===== config.mk =====
export PLATFORM = sky130hd
export DESIGN_NAME = pwm_modulator
export DESIGN_NICKNAME = d
export VERILOG_FILES = /design/src/rtl/pwm_modulator.sv
export SDC_FILE = /design/constraint.sdc
export NUM_CORES = 1
export LEC_CHECK = 0
export CAP_MARGIN = 20
export CORE_ASPECT_RATIO = 0.7
export CORE_MARGIN = 3
export CORE_UTILIZATION = 54
export CTS_BUF_LIST = sky130_fd_sc_hd__clkbuf_4
export CTS_CLUSTER_SIZE = 8
export DETAILED_ROUTE_END_ITERATION = 10
export MAX_ROUTING_LAYER = met4
export PLACE_DENSITY = 0.83
export SLEW_MARGIN = 20
export SYNTH_ARGS = -nofsm -noshare
export SYNTH_HDL_FRONTEND = slang
export SYNTH_SLANG_ARGS = --single-unit
export TNS_END_PERCENT = 50

===== constraint.sdc =====
create_clock -name clk -period 2.5 [get_ports clk]
set_clock_uncertainty 0.05 [all_clocks]
set_input_delay 0.5 -clock clk [delete_from_list [all_inputs] [get_ports clk]]
set_output_delay 0.5 -clock clk [all_outputs]
set_load 0.1 [all_outputs]

===== src/rtl/pwm_modulator.sv =====
// Edge-aligned PWM modulator: samples a signed waveform once per period and
// drives a complementary half-bridge gate pair with programmable dead-time.
module pwm_modulator #(
    parameter int CNT_W    = 10,
    parameter int DEADTIME = 8
) (
    input  logic             clk,
    input  logic             reset,
    input  logic             enable,
    input  logic [15:0]      sample_in,
    output logic             pwm_hi,
    output logic             pwm_lo,
    output logic             period_start,
    output logic [CNT_W-1:0] duty_out
);

    typedef enum logic [1:0] {
        IDLE,
        DEAD,
        HIGH,
        LOW
    } state_t;

    localparam logic [CNT_W-1:0] CNT_MAX   = '1;
    localparam logic [CNT_W-1:0] DUTY_MID  = {1'b1, {(CNT_W-1){1'b0}}};
    localparam logic [7:0]       DEAD_LOAD = 8'(DEADTIME);

    logic [CNT_W-1:0] cnt;
    logic [CNT_W-1:0] duty_reg;
    logic [CNT_W-1:0] duty_next;
    logic [15:0]      offset;
    logic             wrap;
    logic             raw;
    logic [7:0]       dead_cnt;
    logic             dead_load;
    logic             dead_done;
    state_t           state;
    state_t           state_next;

    // Offset-binary conversion, then keep the top CNT_W bits (truncation).
    assign offset    = {~sample_in[15], sample_in[14:0]};
    assign duty_next = CNT_W'(offset >> (16 - CNT_W));

    assign wrap      = enable && (cnt == CNT_MAX);
    assign raw       = (cnt < duty_reg);
    assign dead_done = (dead_cnt <= 8'd1);
    assign duty_out  = duty_reg;

    always_ff @(posedge clk) begin
        if (reset) begin
            cnt <= '0;
        end else if (!enable) begin
            cnt <= '0;
        end else begin
            cnt <= cnt + 1'b1;
        end
    end

    always_ff @(posedge clk) begin
        if (reset) begin
            duty_reg     <= DUTY_MID;
            period_start <= 1'b0;
        end else begin
            period_start <= wrap;
            if (wrap) begin
                duty_reg <= duty_next;
            end
        end
    end

    always_ff @(posedge clk) begin
        if (reset) begin
            state <= IDLE;
        end else begin
            state <= state_next;
        end
    end

    // The dead counter counts down from DEADTIME; the final DEAD cycle is the one at 1.
    always_ff @(posedge clk) begin
        if (reset) begin
            dead_cnt <= '0;
        end else if (!enable) begin
            dead_cnt <= '0;
        end else if (dead_load) begin
            dead_cnt <= DEAD_LOAD;
        end else if ((state == DEAD) && (dead_cnt != 8'd0)) begin
            dead_cnt <= dead_cnt - 1'b1;
        end
    end

    always_comb begin
        state_next = state;
        dead_load  = 1'b0;
        if (!enable) begin
            state_next = IDLE;
        end else begin
            unique case (state)
                IDLE: begin
                    state_next = DEAD;
                    dead_load  = 1'b1;
                end
                DEAD: begin
                    if (dead_done) begin
                        state_next = raw ? HIGH : LOW;
                    end
                end
                HIGH: begin
                    if (!raw) begin
                        state_next = DEAD;
                        dead_load  = 1'b1;
                    end
                end
                LOW: begin
                    if (raw) begin
                        state_next = DEAD;
                        dead_load  = 1'b1;
                    end
                end
                default: begin
                    state_next = IDLE;
                end
            endcase
        end
    end

    // Gate drives are decoded from the next state so they are true registers.
    always_ff @(posedge clk) begin
        if (reset) begin
            pwm_hi <= 1'b0;
            pwm_lo <= 1'b0;
        end else begin
            pwm_hi <= (state_next == HIGH);
            pwm_lo <= (state_next == LOW);
        end
    end

endmodule


**Word-level counts from Yosys, hierarchy flattened**

Cells that the tools add are included.

- Bits of input ports: 19
- Register bits after elaboration: 33
- Output and inout bits: 13
- Logic and storage cells: 39

- Reductions and logical operators: 7
- Eq/ne operators: 6
- $add $sub $neg: 2
- Mux-type cells: 12
- Order comparisons: 2
- Bitwise logic cells: 2

Operators with widths:

| kind | number |
|---|---|
| $add 10x1->10 const B | 1 |
| $eq 10x10->1 const B | 1 |
| $lt 10x10->1 | 1 |
| $eq 2x2->1 const B | 4 |
| $le 8x1->1 const B | 1 |
| $mux 2 | 4 |
| $mux 4 | 2 |
| $pmux 2 s4 | 1 |
| $reduce_bool 8->1 | 1 |
| $sub 8x1->8 const B | 1 |
| $mux 1 | 4 |
| $pmux 1 s3 | 1 |
| $reduce_or 3->1 | 1 |
| $eq 2x1->1 const B | 1 |
| $logic_and 1x1->1 | 2 |
| $logic_not 2->1 | 1 |
| $not 1->1 | 2 |
| $reduce_bool 2->1 | 1 |
| $reduce_or 2->1 | 1 |

**Logic depth before layout (Yosys ltp)**

Gate-level depths: netlist (run 1).

- Word-level depth: 6
- Gate-level depth with buffers: 8
- Depth with buffers taken out: 7

**Least setup slack after synthesis (run 1)**

No wires, ideal clock.

- Kind: flip-flop to flip-flop
- Start: reg duty_reg[9], in the netlist duty_out[9]
- End: reg dead_cnt[0]
- Stages on the path, launching flop included: 8
- Setup slack: -1 ps
- Path buffers: 0
- Arrival: 2317 ps
- Data required time: 2316 ps
- Library setup time: 134 ps
- Clock period less this slack: 2501 ps
- Cells stage by stage: dfxtp_1 > inv_1 > ha_1 > a21oi_1 > o21a_1 > mux2i_1 > a311oi_2 > a21oi_1

- Longest elaborated chain between the ends: 5
- Elaborated cells on any way between the ends: 6
- Classes of those cells: order compare: 1; mux: 4; reduce/logical: 1

RTL lines:

| element | RTL line | source |
|---|---|---|
| start, declared | 29 | `logic [CNT_W-1:0] duty_reg;` |
| start signal, assigned | 66 | `duty_reg <= duty_next;` |
| $lt 10x10->1 (*) | 45 | `assign raw = (cnt < duty_reg);` |
| $mux 1 (on tied branches) | 115, 109 |  |
| $pmux 1 s3 (*) | 98 | `unique case (state)` |
| $mux 1 (*) | 95 | `if (!enable) begin` |
| $reduce_or 3->1 (no line) (*) | - |  |
| end signal, assigned | 88 | `dead_cnt <= dead_cnt - 1'b1;` |
| end, declared | 34 | `logic [7:0] dead_cnt;` |

Mark *: on every way between the ends. The rest lies on a longest branch, timed or not.
A chain may end at the register's enable or synchronous reset.

**Worst setup path after layout (run 1)**

- Start: in reset
- End: reg dead_cnt[4]

- Longest elaborated chain between the ends: 1

RTL lines:

| element | RTL line | source |
|---|---|---|
| start, declared | 8 | `input logic reset,` |
| $reduce_or 3->1 (no line) | - |  |

No other way between the ends.

==> impl_metrics.tcl, run 1 <==
set metrics [dict create \
    status "complete, no violations" \
    cpPeakStageDelay_ps 590 \
    syn_inst 192 \
    dr.max_layer_used "met4" \
    finalNetCount 255 \
    crit_path_end_kind "flip-flop" \
    seq_area_frac_synth 0.386 \
    async_flop_share 0 \
    antenna_left 0 \
    critical_path_class "in -> reg" \
    avgSynthCellArea_sq_um 8.91 \
    route.met2.wl_um 1460 \
    synth-seq-cells 33 \
    first_pass_iters 4 \
    ctsHtreeMaxLevel 2 \
    instances_no_fill 260 \
    initial_core_util 0.590 \
    wl_per_cell_um 13.2 \
    fmax_mhz 493 \
    numPlacedInstances 253 \
    die_h_um 53.1 \
    cts_sinks 33 \
    setup_violations 0 \
    clk_latency_ps 330 \
    slew_viol_final 0 \
    seq_power_share 0.605 \
    slew_headroom 0.656 \
    area_delta_synth_final_pct 18.9 \
    holdBufCountCts 0 \
    hp-class "reg -> reg" \
    period_share 0.812 \
    grt_max_degree 11 \
    cap_violations 0 \
    numCtsBuffers 5 \
    rows 16 \
    dp_hpwl_um 2670 \
    routed_via_density 5.55 \
    drt_iter0_markers 76 \
    timing.hold.ws_ps 420 \
    antenna_found_initial 0 \
    place_congestion 0.867 \
    root_buffer "clkbuf_4" \
    yosysWarnings 0 \
    p_sw_uw 212 \
    met1_length_um 1700 \
    die_x_um 73.3 \
    synth_edf_count 0 \
    cp-start-kind "primary input" \
    ir_drop_v 0.000251 \
    grt_pass1_wl_um 5740 \
    synth_fp_nets 223 \
    cts_tree "done" \
    gr-total-overflow 0 \
    drc_errors 0 \
    vias 1442 \
    ys.flop_type "dfxtp_1" \
    post_cts_buffers 0 \
    post-place-ws_ps 144 \
    path_clk_slew_ps 90 \
    swShare 0.238 \
    met3_length_um 237 \
    ys_types 43 \
    final_util 0.701 \
    track_usage 0.199 \
    wirelength_um 3440 \
    multiInputGateArea_sq_um 961 \
    p_per_area_nw_per_um2 438 \
    crit_path_cell_trace "clkdlybuf4s50_1 > and4bb_1 > nand2_1 > mux2i_1 > a311oi_2 > a21oi_1" \
    clock_power_share 0.319 \
    synth_area_sq_um 1710 \
    power.leakage_uw 0.000749 \
    port-buffer-count 25 \
    seq_area_sq_um 662 \
    cp.arrival_ps 2180 \
    worstMarginPinSlew_ps 516 \
    comb_power_share 0.075 \
    core_region_area_sq_um 2900 \
    num-fill-cells 211 \
    timing.setup.tns_ps 0 \
    cp.required_ps 2650 \
    clockBufferDepth 2 \
    layout-drive-gt1-share 0.147 \
    rsz0062_at_grt "false" \
    die-area_sq_um 3890 \
    grt_pass1_vias 1372 \
    worst_slack_ps 471 \
    intPower_uw 678 \
    layout_commonest_cell "dfxtp_1" \
    post_cts_resized 0 \
    n_antenna_cell 0 \
    slowest_stage "clkdlybuf4s50_1" \
    ios 32 \
    final_cell_mix "dfxtp_1, nor2_1, buf_4, inv_1, a21oi_1" \
    finalHoldViolCount 0 \
    worst-path-max-fanout 7 \
    post-route-min-period_ps 2030 \
]
[power by group through the flow]
stage / registers [uW] / logic [uW] / clock network, uW
2_1_floorplan: 551 / 33.9 / 0
4_1_cts: 539 / 67.0 / 289
3_5_place_dp: 551 / 66.4 / 0
5_1_grt: 540 / 73.0 / 317
3_3_place_gp: 551 / 64.1 / 0
6_report: 539 / 67.2 / 284
[final timing paths]
path         cells past startpoint         from  slack, ps          end
max                              6        reset        470  dead_cnt[4]
min                              1       cnt[0]        420       cnt[0]
max reg2reg                      7  duty_out[7]        480  dead_cnt[4]
min reg2reg                      1       cnt[0]        420       cnt[0]
[cells in the mapped netlist (4+ instances only)]
cell | count | area share
xor2_1 | 4 | 0.020
a21oi_1 | 13 | 0.038
nor4_1 | 4 | 0.015
nor2_1 | 27 | 0.059
dfxtp_1 | 33 | 0.39
ha_1 | 12 | 0.088
clkbuf_1 | 4 | 0.0088
xnor2_1 | 7 | 0.036
inv_1 | 15 | 0.033
o21ai_0 | 4 | 0.012
or3_1 | 4 | 0.015
mux2i_1 | 11 | 0.064
nand2_1 | 11 | 0.024
[per-stage QoR]
step                cell area [sq um]  power [uW]
global route                     2040         931
finish                           2040         891
floorplan                        1710         585
global placement                 1990         615
CTS                              2040         895
detailed placement               1990         617
[sequential cells by signal (all words and copies together) (netlist names)]
signal	cells
period_start	1
pwm_hi	1
dead_cnt	8
duty_out	10
cnt	10
state	2
pwm_lo	1
[critical path, delay by kind of cell]
family | cells | cell delay, ps
AND/OR/NAND/NOR | 2 | 370
buffers and inverters | 1 | 590
multiplexers | 1 | 80
AO/OA/AOI/OAI | 2 | 640
[layer usage]
metal / vias up / GRT usage
met5: - / -
met4: 0 / 0.0873
met3: 8 / 0.0645
met2: 42 / 0.295
met1: 654 / 0.247
li1: 738 / -
[area by class of cell]
cell class	count	share of cell area
clock buffers	6	0.0221
inverters	15	0.0277
multi-input cells	138	0.472
well taps	36	0.0221
repair buffers	31	0.129
flip-flops and latches	33	0.325
clock inverters	1	0.00184
[logic make-up (layout without fill, tap and decap cells)]
family / count (synthesis) / in the layout / synth area share
adders and majority gates: 12 / 12 / 0.0877
muxes: 11 / 11 / 0.0643
xor gates and xnor gates: 11 / 11 / 0.0563
buffers and inverters: 21 / 53 / 0.0526
and+or+nand+nor: 72 / 72 / 0.227
DFF: 33 / 33 / 0.386
AOI/OAI and AO/OA: 32 / 32 / 0.126
No activity file was read; power rests on OpenSTA's default activity.
==> run 2: changes to the inputs <==
==> constraint.sdc (replaced) <==
create_clock -name clk -period 1.9 [get_ports clk]
set_clock_uncertainty 0.05 [all_clocks]
set_input_delay 0.38 -clock clk [delete_from_list [all_inputs] [get_ports clk]]
set_output_delay 0.38 -clock clk [all_outputs]
set_load 0.1 [all_outputs]
==> impl_metrics.tcl, run 2 (synthesis results as in run 1) <==
set metrics [dict create \
    routed_via_density 6.17 \
    n_antenna_cell 0 \
    hp-class "reg -> reg" \
    cp.required_ps 2080 \
    violations "setup timing" \
    worst-path-max-fanout 4 \
    track_usage 0.275 \
    die-area_sq_um 3890 \
    power.leakage_uw 0.000863 \
    die_x_um 73.3 \
    cts_tree "done" \
    ios 32 \
    ir_drop_v 0.000523 \
    r2r_slack_ps -10 \
    numCtsBuffers 5 \
    setup_violations 2 \
    finalHoldViolCount 0 \
    grt_pass1_vias 1538 \
    area_delta_synth_final_pct 43.2 \
    cp-start-kind "flip-flop" \
    vias 1659 \
    core_region_area_sq_um 2900 \
    status "finished, violations left" \
    gr-total-overflow 0 \
    cap_violations 0 \
    layout-drive-gt1-share 0.326 \
    final_cell_mix "nor2_1, dfxtp_1, buf_4, a21oi_1" \
    critical_path_class "reg -> reg" \
    cp.arrival_ps 2090 \
    antenna_found_initial 0 \
    dp_hpwl_um 3110 \
    grt_pass1_wl_um 7510 \
    fmax_mhz 522 \
    ctsHtreeMaxLevel 2 \
    initial_core_util 0.590 \
    final_util 0.844 \
    period_share 1.01 \
    drt_iter0_markers 117 \
    finalNetCount 263 \
    wirelength_um 4990 \
    post-place-ws_ps -142 \
    timing.setup.tns_ps -19.3 \
    antenna_left 0 \
    path_clk_slew_ps 100 \
    crit_path_end_kind "flip-flop" \
    holdBufCountCts 0 \
    die_h_um 53.1 \
    first_pass_iters 4 \
    layout_commonest_cell "nor2_1" \
    worst_slack_ps -14.7 \
    root_buffer "clkbuf_4" \
    p_per_area_nw_per_um2 548 \
    post-route-min-period_ps 1910 \
    drc_errors 0 \
    slew_headroom 0.594 \
    cts_sinks 33 \
    worstMarginPinSlew_ps 603 \
    grt_max_degree 11 \
    place_congestion 0.851 \
    clockBufferDepth 2 \
    rows 16 \
    rsz0062_at_grt "true" \
    wl_per_cell_um 18.5 \
    clk_latency_ps 360 \
    slew_viol_final 0 \
    port-buffer-count 25 \
]
==> run 2: changes by cell type in the layout (fill, tap and decap cells not counted), moves of 2 or more <==
cell / change
inv_2: +4
dfxtp_1: -11
ha_4: +6
dfxtp_4: +9
buf_12: +12
a211oi_2: +3
ha_1: -6
a211oi_1: -3
dfxtp_2: +2
buf_4: -4
or3_1: -2
or3_4: +2
inv_1: -5
==> run 2: area by class of cell <==
class,count,area [sq um]
Tap cell,36,45.0
Fill cell,160,452
Clock inverter,2,33.8
Clock buffer,6,45.0
Inverter,15,58.8
Timing Repair Buffer,39,473
Multi-Input combinational cell,138,1100
Sequential cell,33,698
==> run 2: power by group <==
part,internal (uW),switching [uW]
Combinational,53.8,53.2
Sequential,686,14.0
Clock,288,249
Total,1030,316
==> run 2: timing repair <==
action	4_1_cts	5_1_grt
endpoints found under the setup margin	8	15
resized for setup	3	15
pin swaps	0	3
setup buffers	0	3
endpoints found under the hold margin	0	0
==> run 2: path summary, 6_finish.rpt <==
check,start,cells after the start,endpoint
worst max register to register,duty_out[9],8,dead_cnt[3]
worst min register to register,cnt[0],1,cnt[0]
worst min-delay path,cnt[0],1,cnt[0]
worst max-delay path,duty_out[9],8,dead_cnt[3]
==> run 2: worst max-delay path: stages, from the launching register on <==
cell and delay (ps):
dfxtp_4 390, inv_4 40, ha_4 260, nand4_1 200
nor2_1 220, a21boi_2 90, buf_4 150, a31oi_1 240
o311ai_2 150
==> run 2: through the flow <==
stage          power [uW]  cell area, sq um  hold WS [ps]  instances
3_3_place_gp          803              2240           394        258
3_5_place_dp          808              2240           425        258
4_1_cts              1340              2330           444        266
5_1_grt              1400              2450           500        269
2_1_floorplan         757              1780           375        192
6_report             1340              2450           455        269
==> run 2: layer usage <==
layer	GRT usage	routed length [um]	vias up
met2	0.429	2270	104
met5	-	0	-
met3	0.101	499	28
met4	0.145	228	0
li1	-	-	754
met1	0.310	1990	773
==> run 3: changes to the inputs <==
--- a/config.mk
+++ b/config.mk
@@ -6,14 +6,16 @@
 export NUM_CORES = 1
 export LEC_CHECK = 0
 export CAP_MARGIN = 20
+export CELL_PAD_IN_SITES_DETAIL_PLACEMENT = 0
+export CELL_PAD_IN_SITES_GLOBAL_PLACEMENT = 1
 export CORE_ASPECT_RATIO = 0.7
 export CORE_MARGIN = 3
-export CORE_UTILIZATION = 54
+export CORE_UTILIZATION = 40
 export CTS_BUF_LIST = sky130_fd_sc_hd__clkbuf_4
 export CTS_CLUSTER_SIZE = 8
 export DETAILED_ROUTE_END_ITERATION = 10
 export MAX_ROUTING_LAYER = met4
-export PLACE_DENSITY = 0.83
+export PLACE_DENSITY = 0.82
 export SLEW_MARGIN = 20
 export SYNTH_ARGS = -nofsm -noshare
 export SYNTH_HDL_FRONTEND = slang
==> impl_metrics.tcl, run 3 (synthesis results as in run 1) <==
set metrics [dict create \
    status "complete, no violations" \
    cap_violations 0 \
    final_cell_mix "nor2_1, dfxtp_1, a21oi_1, buf_4" \
    slew_headroom 0.654 \
    clockBufferDepth 2 \
    first_pass_iters 4 \
    finalHoldViolCount 0 \
    ir_drop_v 0.000310 \
    vias 1477 \
    final_util 0.586 \
    layout_commonest_cell "nor2_1" \
    rsz0062_at_grt "true" \
    r2r_end "dead_cnt[3]" \
    port-buffer-count 25 \
    core_region_area_sq_um 4020 \
    ios 32 \
    root_buffer "clkbuf_4" \
    die-area_sq_um 5110 \
    grt_pass1_wl_um 6560 \
    ff2ff_path_depth 6 \
    cp-start-kind "flip-flop" \
    worst-path-max-fanout 5 \
    crit_end "dead_cnt[3]" \
    ctsHtreeMaxLevel 2 \
    cp.required_ps 2100 \
    drt_iter0_markers 82 \
    place_congestion 0.842 \
    crit_path_end_kind "flip-flop" \
    post-route-min-period_ps 1840 \
    finalNetCount 261 \
    period_share 0.966 \
    startpoint "duty_out[3]" \
    cp.arrival_ps 2040 \
    path_clk_slew_ps 110 \
    design_area_sq_um 2350 \
    setup_violations 0 \
    timing.hold.ws_ps 435 \
    layout-drive-gt1-share 0.281 \
    clk_latency_ps 340 \
    seq_area_sq_um 697 \
    die_h_um 60.7 \
    critical_path_class "reg -> reg" \
    wirelength_um 4020 \
    hp-class "reg -> reg" \
    drc_errors 0 \
    wl_per_cell_um 14.2 \
    dpl_cell_area_sq_um 2250 \
    antenna_found_initial 0 \
    numCtsBuffers 5 \
    p_per_area_nw_per_um2 496 \
    num-fill-cells 346 \
    power.leakage_uw 0.000833 \
    routed_via_density 5.22 \
    cts_sinks 33 \
    n_antenna_cell 0 \
    initial_core_util 0.426 \
    gr-total-overflow 0 \
    rows 19 \
    r2r_slack_ps 60 \
    grt_max_degree 13 \
    dp_hpwl_um 3060 \
    slew_viol_final 0 \
    holdBufCountCts 0 \
    track_usage 0.172 \
    r2r_start "duty_out[3]" \
    area_delta_synth_final_pct 37.5 \
    antenna_left 0 \
    worstMarginPinSlew_ps 515 \
    fmax_mhz 545 \
    cts_tree "done" \
    die_x_um 84.2 \
    multiInputGateArea_sq_um 1030 \
    grt_pass1_vias 1418 \
]
run 3: how the worst min path moves through the flow:
stage                     startpoint      to  slack [ps]  depth (start not counted)
after CTS                     cnt[0]  cnt[0]         430                          1
final                         cnt[0]  cnt[0]         440                          1
after global routing          cnt[0]  cnt[0]         460                          1
after global placement        cnt[0]  cnt[0]         400                          1
after floorplan               cnt[0]  cnt[0]         380                          1
after detailed placement      cnt[0]  cnt[0]         410                          1
run 3: power breakdown:
group | total, uW | internal, uW | switching [uW]
registers | 697 | 686 | 11.0
clock network | 373 | 134 | 240
logic | 96.6 | 50.8 | 45.7
run 3: per-stage QoR:
stage	worst slack, ps	TNS (ps)	cells	total power (uW)
final	64.8	0	283	1170
after global routing	-26.8	-49.7	283	1220
after CTS	26.3	0	281	1180
after detailed placement	-63.5	-387	273	806
after global placement	-25.5	-172	273	803
after floorplan	-2.43	-2.43	192	757
run 3: cell type report:
cell class,instances,area share
clock inverters,3,0.00532
inverters,15,0.0239
repair buffers,37,0.195
clock buffers,5,0.0159
flip-flops and latches,33,0.296
multi-input cells,138,0.436
well taps,52,0.0276
run 3: timing repair:
item / CTS / global route
endpoints found under the setup margin: 0 / 11
hold endpoints to repair: 0 / 0
buffers inserted: 0 / 2
gates resized for setup: 0 / 9
run 3: metal layers:
layer  vias to the layer above  track usage  part of all wire
li1                        751            -                 -
met3                         9       0.0461             0.059
met1                       672        0.220              0.48
met2                        45        0.260              0.44
met5                         -            -                 0
met4                         0       0.0711             0.016
run 3: worst max-delay path, stage by stage, from the launching register on:
cell,delay [ps]
dfxtp_4,370
inv_1,50
ha_1,310
a41oi_2,160
or3_4,440
and2_4,170
o311ai_1,210
==> RTL change, RTL diff (config.mk and constraints of run 3) <==
Put one more register stage on the output `duty_out`. The value now appears one clock later. The other outputs are not delayed to match.
--- a/src/rtl/pwm_modulator.sv
+++ b/src/rtl/pwm_modulator.sv
@@ -44,7 +44,9 @@
     assign wrap      = enable && (cnt == CNT_MAX);
     assign raw       = (cnt < duty_reg);
     assign dead_done = (dead_cnt <= 8'd1);
-    assign duty_out  = duty_reg;
+    always_ff @(posedge clk) begin
+        duty_out <= duty_reg;
+    end
 
     always_ff @(posedge clk) begin
         if (reset) begin
Formal check against the unedited RTL: not equivalent (a bounded check fails within 4 cycles, from zero or initial values and one cycle with reset high).
==> RTL change against run 3 <==
- the flow now finishes with violations (negative setup slack)
- maximum frequency shrank 5.8%
- via count grew 6.1%
- worst setup slack lost 0.11 ns
- sequential power grew 31%
- hold slack lost 0.082 ns
- power grew 38%
- cell area grew 18%
- sequential cell count grew 10
- wire length is essentially flat
- synthesized area grew 8.4%
- largest cell class unchanged
==> RTL change: results (changes against run 3) <==
[status]
outcome = finished with violations
violations = negative setup slack

[critical_path]
cpMaxStageDelayCell = or3b_4
worstPathMaxFanout = 4  ; -1
reg2reg_from = duty_reg[3]
worstPathArrival_ns = 2.14  ; +0.10 ns
cpPeakStageDelay_ns = 0.39  ; -0.05 ns
r2r_cells = 8  ; +2

[synthesis]
syn_inst = 194  ; +1.0%
synth_cell_types = 38  ; -12%
yosysSeqAreaShare_pct = 46.4  ; +7.8 points
yosys.area_share.adder_pct = 8.09  ; -0.68 points
yosys-top-cells-area = dfxtp_1 (46%), ha_1 (8.1%), mux2i_1 (5.4%), nor2_1 (3.8%), a211oi_1 (3.6%)
synth_common_cells = dfxtp_1 (43), nor2_1 (19), inv_1 (16), ha_1 (12), mux2i_1 (10)
synth_compound_gate_area_share_pct = 13.3  ; +0.71 points
syn_nets = 225  ; +0.90%
yosys-mux-area-fraction_pct = 5.39  ; -1.0 points
synth_xor_xnor_area_share_pct = 4.25  ; -1.4 points

[clocking]
path_clk_slew_ns = 0.13  ; +0.02 ns
numCtsBuffers = 5  ; unchanged
clk_path_buf_depth = 2  ; unchanged

[power_and_ir_drop]
powerClk_mw = 0.563  ; +51%
internal-power_mw = 1.24  ; +43%
pwr-share-comb_pct = 8.0  ; -0.3 points
p_leak_nw = 1.11  ; +33%
p_per_area_nw_per_um2 = 581  ; +17%
p_sw_mw = 0.363  ; +23%
ir_drop_mv = 0.379  ; +22%

[grt]
grt_max_degree = 20  ; +7
grt_usage_pct = 16.2  ; -1.0 points
grt_pass1_wl_um = 6890  ; +5.1%
grt_pass1_vias = 1541  ; +8.7%

[place]
dp_hpwl_um = 2770  ; -9.6%
globalplace.congestion = 0.736  ; -13%
placed_cell_area_um2 = 2440  ; +8.6%
place_inst = 297  ; +8.8%
dpl_worst_slack_ns = -0.264  ; -0.200 ns

[detailed_routing]
vias_per_cell = 5.07  ; -2.8%
first_iter_violations = 73  ; -11%
routedWlPerCell_um = 13.0  ; -8.3%
vias = 1567  ; +6.1%

[cells_and_area]
nFillCells = 365  ; +5.5%
nets = 284  ; +8.8%
drive_gt1_share_pct = 38.2  ; +10 points

[worst_hold_path]
hold_path_end = duty_out[0]
worstHoldPathCells = 0  ; -1
hold_start = duty_reg[0]

[sta]
holdWs_ns = 0.353  ; -0.0824 ns
finalSetupViolations = 8  ; +8
fin_ws_ns = -0.0479  ; -0.113 ns
setup_tns_ns = -0.240  ; -0.240 ns
worst_pin_slew_ns = 0.386  ; -0.129 ns

==> RTL change: cell count changes in the layout (fill, tap and decap cells not counted), moves of 6 or more <==
cell      before  now
ha_4           2    8
buf_4         13   37
nor2_1        26   19
dfxtp_2        2   10
ha_1          10    4
dfxtp_1       22   32
a211oi_2       1    7
dfxtp_4        9    1
==> RTL change: cell type report <==
type	instances	area share, %
Multi-Input combinational cell	130	41.0
Timing Repair Buffer	57	19.9
Clock inverter	3	1.40
Inverter	16	2.17
Clock buffer	5	1.36
Tap cell	55	2.49
Sequential cell	43	31.7
==> RTL change: kinds of logic after synthesis <==
family	Yosys count
AOI/OAI and AO/OA	36
xor gates and xnor gates	9
adders and majority gates	12
buffers and inverters	21
DFF	43
muxes	10
and+or+nand+nor	63
==> RTL change: what timing repair did <==
| item | 4_1_cts | 5_1_grt |
|---|---|---|
| endpoints found under the setup margin | 15 | 21 |
| gates resized for setup | 28 | 12 |
| pin swaps | 17 | 6 |
| cloned | 0 | 0 |
| hold buffers | 0 | 0 |
| buffers inserted | 3 | 2 |
==> RTL change: routing by layer <==
layer | part of all wire, % | routed length (um) | global-route usage [%] | vias up
li1 | - | - | - | 802
met1 | 50 | 2020 | 21.3 | 738
met2 | 45 | 1800 | 24.2 | 21
met3 | 3.7 | 147 | 3.95 | 6
met4 | 1.4 | 55 | 5.17 | 0
met5 | 0 | 0 | - | -
==> RTL change: worst reg2reg max path: cells and delay by family (launching register included) <==
family	cells	cell delay, ns
compound gates	4	0.62
simple gates	1	0.39
fa+ha+maj	1	0.21
flops	1	0.36
buf+inv	2	0.19
